==> config.mk <==
export PLATFORM = sky130hd
export DESIGN_NAME = clause_fetch_sequencer
export DESIGN_NICKNAME = d
export VERILOG_FILES = /design/src/rtl/sat_fetch_pkg.sv /design/src/rtl/lowest_set_bit_encoder.sv /design/src/rtl/clause_fetch_sequencer.sv
export SDC_FILE = /design/constraint.sdc
export NUM_CORES = 1
export LEC_CHECK = 0
export ABC_AREA = 1
export CAP_MARGIN = 20
export CELL_PAD_IN_SITES_DETAIL_PLACEMENT = 1
export CELL_PAD_IN_SITES_GLOBAL_PLACEMENT = 1
export CORE_UTILIZATION = 35
export CTS_BUF_LIST = sky130_fd_sc_hd__clkbuf_2 sky130_fd_sc_hd__clkbuf_4 sky130_fd_sc_hd__clkbuf_8
export DETAILED_ROUTE_END_ITERATION = 8
export PLACE_DENSITY = 0.81
export SKIP_LAST_GASP = 1
export SYNTH_ARGS = -nofsm -noshare
export SYNTH_HDL_FRONTEND = slang
export SYNTH_SLANG_ARGS = --single-unit
==> constraint.sdc <==
create_clock -name clk_i -period 2.8 [get_ports clk_i]
set_input_delay 0.56 -clock clk_i [delete_from_list [all_inputs] [get_ports clk_i]]
set_output_delay 0.56 -clock clk_i [all_outputs]
set_load 0.01 [all_outputs]
==> src/rtl/sat_fetch_pkg.sv <==
// Shared definitions for the clause fetch path: FSM state encoding and slot index width.
// Also used by the clause evaluator.
package sat_fetch_pkg;

    typedef enum logic [1:0] {
        ST_IDLE = 2'd0,
        ST_WAIT = 2'd1,
        ST_EMIT = 2'd2
    } fetch_state_e;

    function automatic int slot_width(input int n);
        return (n <= 1) ? 1 : $clog2(n);
    endfunction

endpackage

==> src/rtl/lowest_set_bit_encoder.sv <==
// Combinational lowest-set-bit encoder: index, isolating one-hot, and single-bit flag.
module lowest_set_bit_encoder
    import sat_fetch_pkg::*;
#(
    parameter int WIDTH = 20,
    parameter int IDX_W = slot_width(WIDTH)
) (
    input  logic [WIDTH-1:0] i_vec,
    output logic [IDX_W-1:0] o_index,
    output logic [WIDTH-1:0] o_onehot,
    output logic             o_single
);

    logic [WIDTH-1:0] w_rest;

    // Two's-complement trick isolates the lowest set bit.
    assign o_onehot = i_vec & (~i_vec + WIDTH'(1));
    assign w_rest   = i_vec & ~o_onehot;
    assign o_single = (i_vec != '0) && (w_rest == '0);

    always_comb begin
        o_index = '0;
        for (int i = WIDTH - 1; i >= 0; i--) begin
            if (i_vec[i]) begin
                o_index = IDX_W'(i);
            end
        end
    end

endmodule

==> src/rtl/clause_fetch_sequencer.sv <==
// Reads the ATT for one literal and emits one (clause address, slot) pair per set mask bit, LSB first.
// Optional CLAUSE_FETCH_PERF_EN adds saturating literal/clause performance counters.
module clause_fetch_sequencer
    import sat_fetch_pkg::*;
#(
    parameter int CLAUSE_COUNT               = 20,
    parameter int LITERAL_ADDRESS_WIDTH      = 12,
    parameter int CLAUSE_TABLE_ADDRESS_WIDTH = 11
) (
    input  logic                                  clk_i,
    input  logic                                  rst_ni,
    input  logic                                  flush_i,
    input  logic                                  lit_valid_i,
    output logic                                  lit_ready_o,
    input  logic [LITERAL_ADDRESS_WIDTH:0]        lit_addr_i,
    output logic [LITERAL_ADDRESS_WIDTH:0]        att_rd_addr_o,
    input  logic [CLAUSE_TABLE_ADDRESS_WIDTH-1:0] att_addr_i,
    input  logic [CLAUSE_COUNT-1:0]               att_mask_i,
    output logic                                  cl_valid_o,
    input  logic                                  cl_ready_i,
    output logic [CLAUSE_TABLE_ADDRESS_WIDTH-1:0] cl_addr_o,
    output logic [slot_width(CLAUSE_COUNT)-1:0]   cl_slot_o,
    output logic                                  cl_last_o,
    output logic                                  done_o
`ifdef CLAUSE_FETCH_PERF_EN
    ,
    output logic [31:0]                           perf_lits_o,
    output logic [31:0]                           perf_clauses_o
`endif
);

    localparam int SLOT_W = slot_width(CLAUSE_COUNT);

    fetch_state_e                          r_state;
    fetch_state_e                          w_state_nxt;
    logic [LITERAL_ADDRESS_WIDTH:0]        r_lit;
    logic [CLAUSE_TABLE_ADDRESS_WIDTH-1:0] r_addr;
    logic [CLAUSE_COUNT-1:0]               r_mask;
    logic [CLAUSE_COUNT-1:0]               w_mask_nxt;
    logic                                  r_done;
    logic                                  w_done_nxt;
    logic [SLOT_W-1:0]                     w_slot;
    logic [CLAUSE_COUNT-1:0]               w_lowest;
    logic                                  w_single;
    logic                                  w_lit_acc;
    logic                                  w_cl_hs;

    lowest_set_bit_encoder #(
        .WIDTH (CLAUSE_COUNT),
        .IDX_W (SLOT_W)
    ) u_lsb (
        .i_vec    (r_mask),
        .o_index  (w_slot),
        .o_onehot (w_lowest),
        .o_single (w_single)
    );

    // Holding ready low during the done pulse defers the next literal by one cycle.
    assign lit_ready_o   = (r_state == ST_IDLE) && !r_done;
    assign w_lit_acc     = lit_valid_i && lit_ready_o && !flush_i;
    assign cl_valid_o    = (r_state == ST_EMIT);
    assign w_cl_hs       = cl_valid_o && cl_ready_i && !flush_i;
    assign att_rd_addr_o = (r_state == ST_IDLE) ? lit_addr_i : r_lit;
    assign cl_addr_o     = r_addr;
    assign cl_slot_o     = w_slot;
    assign cl_last_o     = w_single;
    assign done_o        = r_done;

    always_comb begin
        w_state_nxt = r_state;
        w_mask_nxt  = r_mask;
        w_done_nxt  = 1'b0;
        case (r_state)
            ST_IDLE: begin
                if (w_lit_acc) begin
                    w_state_nxt = ST_WAIT;
                end
            end
            ST_WAIT: begin
                w_mask_nxt = att_mask_i;
                if (att_mask_i == '0) begin
                    w_done_nxt  = 1'b1;
                    w_state_nxt = ST_IDLE;
                end else begin
                    w_state_nxt = ST_EMIT;
                end
            end
            ST_EMIT: begin
                if (w_cl_hs) begin
                    w_mask_nxt = r_mask & ~w_lowest;
                    if (w_single) begin
                        w_done_nxt  = 1'b1;
                        w_state_nxt = ST_IDLE;
                    end
                end
            end
            default: begin
                w_state_nxt = ST_IDLE;
            end
        endcase
        if (flush_i) begin
            w_state_nxt = ST_IDLE;
            w_mask_nxt  = '0;
            w_done_nxt  = 1'b0;
        end
    end

    always_ff @(posedge clk_i or negedge rst_ni) begin
        if (!rst_ni) begin
            r_state <= ST_IDLE;
            r_lit   <= '0;
            r_mask  <= '0;
            r_addr  <= '0;
            r_done  <= 1'b0;
        end else begin
            r_state <= w_state_nxt;
            r_mask  <= w_mask_nxt;
            r_done  <= w_done_nxt;
            if (w_lit_acc) begin
                r_lit <= lit_addr_i;
            end
            if (r_state == ST_WAIT) begin
                r_addr <= att_addr_i;
            end
        end
    end

`ifdef CLAUSE_FETCH_PERF_EN
    function automatic logic [31:0] sat_inc(input logic [31:0] v);
        return (v == 32'hFFFF_FFFF) ? v : v + 32'd1;
    endfunction

    logic [31:0] r_perf_lits;
    logic [31:0] r_perf_clauses;

    // Counters survive flush; only reset clears them.
    always_ff @(posedge clk_i or negedge rst_ni) begin
        if (!rst_ni) begin
            r_perf_lits    <= '0;
            r_perf_clauses <= '0;
        end else begin
            if (w_lit_acc) begin
                r_perf_lits <= sat_inc(r_perf_lits);
            end
            if (w_cl_hs) begin
                r_perf_clauses <= sat_inc(r_perf_clauses);
            end
        end
    end

    assign perf_lits_o    = r_perf_lits;
    assign perf_clauses_o = r_perf_clauses;
`endif

endmodule

## Yosys cells after proc, flatten, opt, wreduce, memory -nomap -nowiden

Index checks and enable logic that the tools add are counted.

| cells by class | value |
|---|---|
| add/sub/neg operators | 1 |
| eq/ne operators | 5 |
| multiplexer cells | 35 |
| bitwise logic cells | 4 |
| reductions and logical operators | 15 |

Operators by type and width:

| cell | number |
|---|---|
| 5-bit 2-to-1 mux | 20 |
| 20-bit bitwise AND | 2 |
| 20-bit zero test | 2 |
| 20-bit 2-to-1 mux | 2 |
| 20-bit NOT | 2 |
| 20-bit one-hot mux with 2 select lines | 1 |
| 20-bit by 1-bit adder with 20-bit output (second input constant) | 1 |
| 20-bit nonzero test | 1 |
| 13-bit 2-to-1 mux | 1 |
| 2-bit 2-to-1 mux | 5 |
| 1-bit logical AND | 6 |
| 3-bit by 2-bit inequality test with 1-bit output (second input constant) | 2 |
| 2-bit one-hot mux with 3 select lines | 1 |
| 1-bit 2-to-1 mux | 4 |
| 3-bit inequality test (second input constant) | 1 |
| 3-bit AND reduction | 1 |
| 3-bit nonzero test | 1 |
| 2-bit by 1-bit equality test with 1-bit output (second input constant) | 1 |
| 2-bit equality test (second input constant) | 1 |
| 1-bit zero test | 2 |
| 2-bit zero test | 1 |
| 1-bit one-hot mux with 2 select lines | 1 |
| 2-bit AND reduction | 1 |

| storage, ports and cells | value |
|---|---|
| flip-flop bits (word level) | 47 |
| output and inout port bits | 33 |
| word-level logic and storage cells | 65 |

## Depth between registers and ports, before layout

Gate-level depths: netlist (run 1).

| logic depth | value |
|---|---|
| depth after elaboration | 20 |
| mapped depth | 19 |
| gate-level depth less buffers | 19 |

## Hierarchy

From an unflattened synthesis (run 1), not the netlist that was laid out.

| unflattened totals | value |
|---|---|
| cell total of the unflattened synthesis | 418 |
| area, all modules | 2,879.0 um^2 |

By module, submodules not included:

| module | instances | cells each | area an instance (um^2) | seq. area each (um^2) |
|---|---|---|---|---|
| clause_fetch_sequencer | 1 | 287 | 2,267.2 | 1,176.1 |
| lowest_set_bit_encoder | 1 | 131 | 611.8 | 0.0 |

## Least setup slack after synthesis (run 1)

OpenSTA, ideal clock, no wires.

| path | value |
|---|---|
| path kind | reg2out |
| from | register r_mask[0] |
| to | output port cl_last_o |
| data arrival time | 1,437 ps |
| slack | 803 ps |
| stages on the path, launching flop included | 12 |
| path buffers | 0 |
| cells stage by stage | dfrtp_1 -> inv_2 -> nand2_4 -> nor2_8 -> inv_2 -> nor2_8 -> nand2_2 -> o21ai_2 -> nand3_1 -> nor2_2 -> nand2_2 -> nor2_2 |

| between the ends | value |
|---|---|
| word-level cells in the longest chain between the ends | 7 |

Ends and longest elaborated chain:

| element | RTL line | source |
|---|---|---|
| from (decl) | clause_fetch_sequencer.sv:38 | `logic [CLAUSE_COUNT-1:0] r_mask;` |
| from (signal assigned) | clause_fetch_sequencer.sv:117 | `r_mask <= w_mask_nxt;` |
| 20-bit NOT | lowest_set_bit_encoder.sv:17 | `assign o_onehot = i_vec & (~i_vec + WIDTH'(1));` |
| 20-bit by 1-bit adder with 20-bit output | lowest_set_bit_encoder.sv:17 |  |
| 20-bit bitwise AND | lowest_set_bit_encoder.sv:17 |  |
| 20-bit NOT | lowest_set_bit_encoder.sv:18 | `assign w_rest = i_vec & ~o_onehot;` |
| 20-bit bitwise AND | lowest_set_bit_encoder.sv:18 |  |
| 20-bit zero test | lowest_set_bit_encoder.sv:19 | `assign o_single = (i_vec != '0) && (w_rest == '0);` |
| 1-bit logical AND (*) | lowest_set_bit_encoder.sv:19 |  |
| to (decl) | clause_fetch_sequencer.sv:23 | `output logic cl_last_o,` |

Mark *: on every way between the ends. The rest lies on a longest branch, timed or not.

## Worst setup path after layout (run 1)

| path | value |
|---|---|
| from | register r_mask[1] |
| to | output port cl_last_o |

The elaborated chain is that of the path after synthesis.

==> key figures, run 1 <==
Status
  • Status: complete, no violations

Final layout
  • Nets: ~530
  • Layout area overhead: 40.50%
  • # diodes: 0
  • Fillers: approximately 980
  • Layout cell share with drive strength beyond 1: 0.1332
  • Non-filler cells, final: between 500 and 600

Pwr
  • VDD IR max: ~0.00051 V
  • P_leak: about 1.9 nW
  • PD cells: 1065 nW/µm²
  • Total power: roughly 4.2 mW

Worst setup path
  • CP peak stage delay: roughly 400 ps
  • Max FO, Critical Path: 6
  • Critical path arrival: approximately 2100 ps
  • WP data required: ~2200 ps
  • CP Buf/Inv Count: 4
  • Critical-path cell list: inv_2 > nand2_4 > nor2_8 > inv_2 > nor2_8 > nand2_4 > inv_2 > nand2_1 > nand2_1 > nand3_1 > nor2_2 > nand2_2 > nor2_4 > buf_6
  • Register-to-Register Path Depth: 9
  • Crit-path most repeated cell: inv_2
  • Startpoint Class: flip-flop
  • R2R Setup Slk: between 400 and 500 ps
  • R2R Path Start: r_state[0]
  • Worst r2r dst: r_mask[1]
  • Crit end category: output pin
  • Top delay family on crit path: simple AND/OR/NAND/NOR gates
  • Critical path class: reg -> out
  • Worst path slowest cell: dfrtp_1

Synthesis
  • Syn Nets: around 430
  • #FFs+latches synth: 47
  • Cells after Synth: between 300 and 400
  • Yosys warnings: 0
  • Post-Syn Area: around 2800 µm²
  • Sequential share of the synthesized area: 0.4230
  • Yosys cell types: 29
  • Syn avg cell area: between 7 and 8 µm²

Global routing
  • Met1 usage: 0.2701
  • First-pass GRT wire length: 13940 µm
  • GR peak layer: met2
  • Vias in the first global route: about 2900
  • Initial antenna violation count: 0
  • Pin count of the biggest net entering global routing: 28
  • Grt met3 use: 0.03936
  • GRT Util Overall: 0.2120
  • Gr ovfl total: 0
  • Routing usage on met2: 0.3750

CTS
  • Inserted Clock Buffers: 5
  • Clk slew on worst S/H paths: around 100 ps
  • # hold bufs at CTS: 0
  • CTS Buffer Depth: 2
  • Clock Latency Late Sink: slightly above 300 ps
  • CTS Root Buffer Type: clkbuf_8
  • CTS sink cnt: 47
  • Max H-tree Level: 2
  • TritonCTS clock tree: done

Timing
  • Final Hold Fails: 0
  • Fin crit share: 0.9633
  • Max frequency: ~370 MHz
  • Skew final: ~6.9 ps
  • Post-layout min period: 2697 ps
  • Final setup fails: 0
  • Max-slew violation count: 0
  • RSZ-0062 raised after global routing: true
  • Max-slew headroom at the worst pin: 0.6545
  • Measured slew at the worst slew-check pin: 516.5 ps

Detailed routing
  • Vias per cell: 4.920
  • Via Count: between 2000 and 3000
  • DR pass1 iterations: 5
  • DRT Wirelength: roughly 8600 µm
  • Post-DRT Antenna Nets: 0
  • Iter 0 DRT Violations: between 80 and 90
  • DR WL/cell: roughly 15 µm
  • DRC violations left: 0

Floorplan
  • Io pins: ~80
  • Cell row count: 32
  • Die ar.: about 8300 µm²
  • Core footprint: just under 8000 µm²
  • Die width: slightly above 90 µm
  • Initial Util: 0.3617
  • Chip height: roughly 91 µm

Placement
  • Port bufs: between 80 and 90
  • Placed cell count: 562
  • Post-detail-place hpwl: around 6600 µm
  • Routability congestion estimate: roughly 0.84

Min path
  • Worst min path class: in -> async

Flow run
  • Max_cap viols: 0
registers in the layout (all words and copies together) (netlist names):
signal	flops
done_o	1
r_lit	13
cl_addr_o	11
r_state	2
r_mask	20
layout by cell type (no fill, tap or decap), types with 3 or more instances in the layout:
master and count:
a22oi_1 14, a21oi_1 21, o21ai_2 3, o21a_1 3, nand2_1 118, nor2_2 7, nand2_2 8, clkdlybuf4s50_1 78
o21ai_1 4, nand2_4 3, nand4_1 4, inv_1 42, clkbuf_8 5, inv_2 9, nand3_1 13, dfrtp_1 46
nor2_1 18, buf_4 14, nor4_1 4, ha_1 4, o21ai_0 34
Yosys cell counts, drive strengths merged:
library cell | n | share of area
nand4 | 4 | 0.0090
nand2 | 129 | 0.19
or2 | 1 | 0.0023
o21a | 3 | 0.0081
a22oi | 14 | 0.038
dfrtp | 47 | 0.42
buf | 4 | 0.0072
clkbuf | 8 | 0.011
nor3 | 2 | 0.0036
o31ai | 1 | 0.0027
nand3 | 13 | 0.023
nor2 | 29 | 0.060
nor4 | 4 | 0.0090
ha | 4 | 0.018
o211ai | 1 | 0.0027
a31oi | 2 | 0.0045
inv | 51 | 0.069
or4 | 1 | 0.0027
a21oi | 22 | 0.041
o21ai | 41 | 0.078
layout make-up:
class                      instances  area [µm²]  area share
clock buffer                       5       68.82     0.01762
tap                              102       127.6     0.03267
sequential                        47        1177      0.3014
multi-input combinational        271        1375      0.3520
inverter                          51       191.4     0.04901
timing repair buffer              96       918.4      0.2351
clock inverter                     3       47.55     0.01217
per-stage QoR:
stage / area (µm²) / TNS [ps] / hold WS (ps) / utilization / worst slack [ps]
final: 3906 / 0 / 207.1 / 0.5081 / 102.8
after CTS: 3852 / -36.68 / 216.4 / 0.5011 / -36.68
after global routing: 3906 / -52.60 / 228.1 / 0.5081 / -48.31
after detailed placement: 3739 / 0 / 458.8 / 0.4863 / 58.76
after global placement: 3739 / 0 / 453.4 / 0.4863 / 61.19
after floorplan: 2780 / 0 / 264.4 / - / 803.5
repair_timing:
item / in CTS / in global routing
setup endpoints to repair: 2 / 10
buffers inserted: 0 / 5
resized for setup: 2 / 12
pin swaps: 0 / 4
routing by layer:
metal / vias to the layer above / wire, µm
met5: - / 0
met4: 0 / 30
met3: 2 / 263
met2: 40 / 4390
met1: 1374 / 3917
li1: 1413 / -
worst max path at each step:
stage	start	endpoint	slack [ps]	cells after the start
6_report	r_mask[1]	cl_last_o	100	14
5_1_grt	r_mask[0]	cl_last_o	-50	14
4_1_cts	r_mask[0]	cl_last_o	-40	12
3_5_place_dp	r_mask[0]	cl_last_o	60	12
3_3_place_gp	r_mask[5]	cl_last_o	60	10
2_1_floorplan	r_mask[0]	cl_last_o	800	11
cell families after synthesis:
family	Yosys count	share of synthesized area
fa+ha+maj	4	0.01800
simple gates	183	0.2975
compound gates	84	0.1746
buf+inv	63	0.08686
flops	47	0.4230
power breakdown:
group / switching (mW) / total, mW / internal [mW]
sequential: 0.250 / 1.25 / 0.997
clock: 0.260 / 0.531 / 0.271
combinational: 1.36 / 2.38 / 1.02
total: 1.87 / 4.16 / 2.29
Power figures use the tool's default switching activity.
==> run 2: changes to the inputs <==
--- a/config.mk
+++ b/config.mk
@@ -10,7 +10,6 @@
 export CELL_PAD_IN_SITES_DETAIL_PLACEMENT = 1
 export CELL_PAD_IN_SITES_GLOBAL_PLACEMENT = 1
 export CORE_UTILIZATION = 35
-export CTS_BUF_LIST = sky130_fd_sc_hd__clkbuf_2 sky130_fd_sc_hd__clkbuf_4 sky130_fd_sc_hd__clkbuf_8
 export DETAILED_ROUTE_END_ITERATION = 8
 export PLACE_DENSITY = 0.81
 export SKIP_LAST_GASP = 1
==> results of run 2 <==
No change in the layout: final DEF, timing and power equal those of run 1.
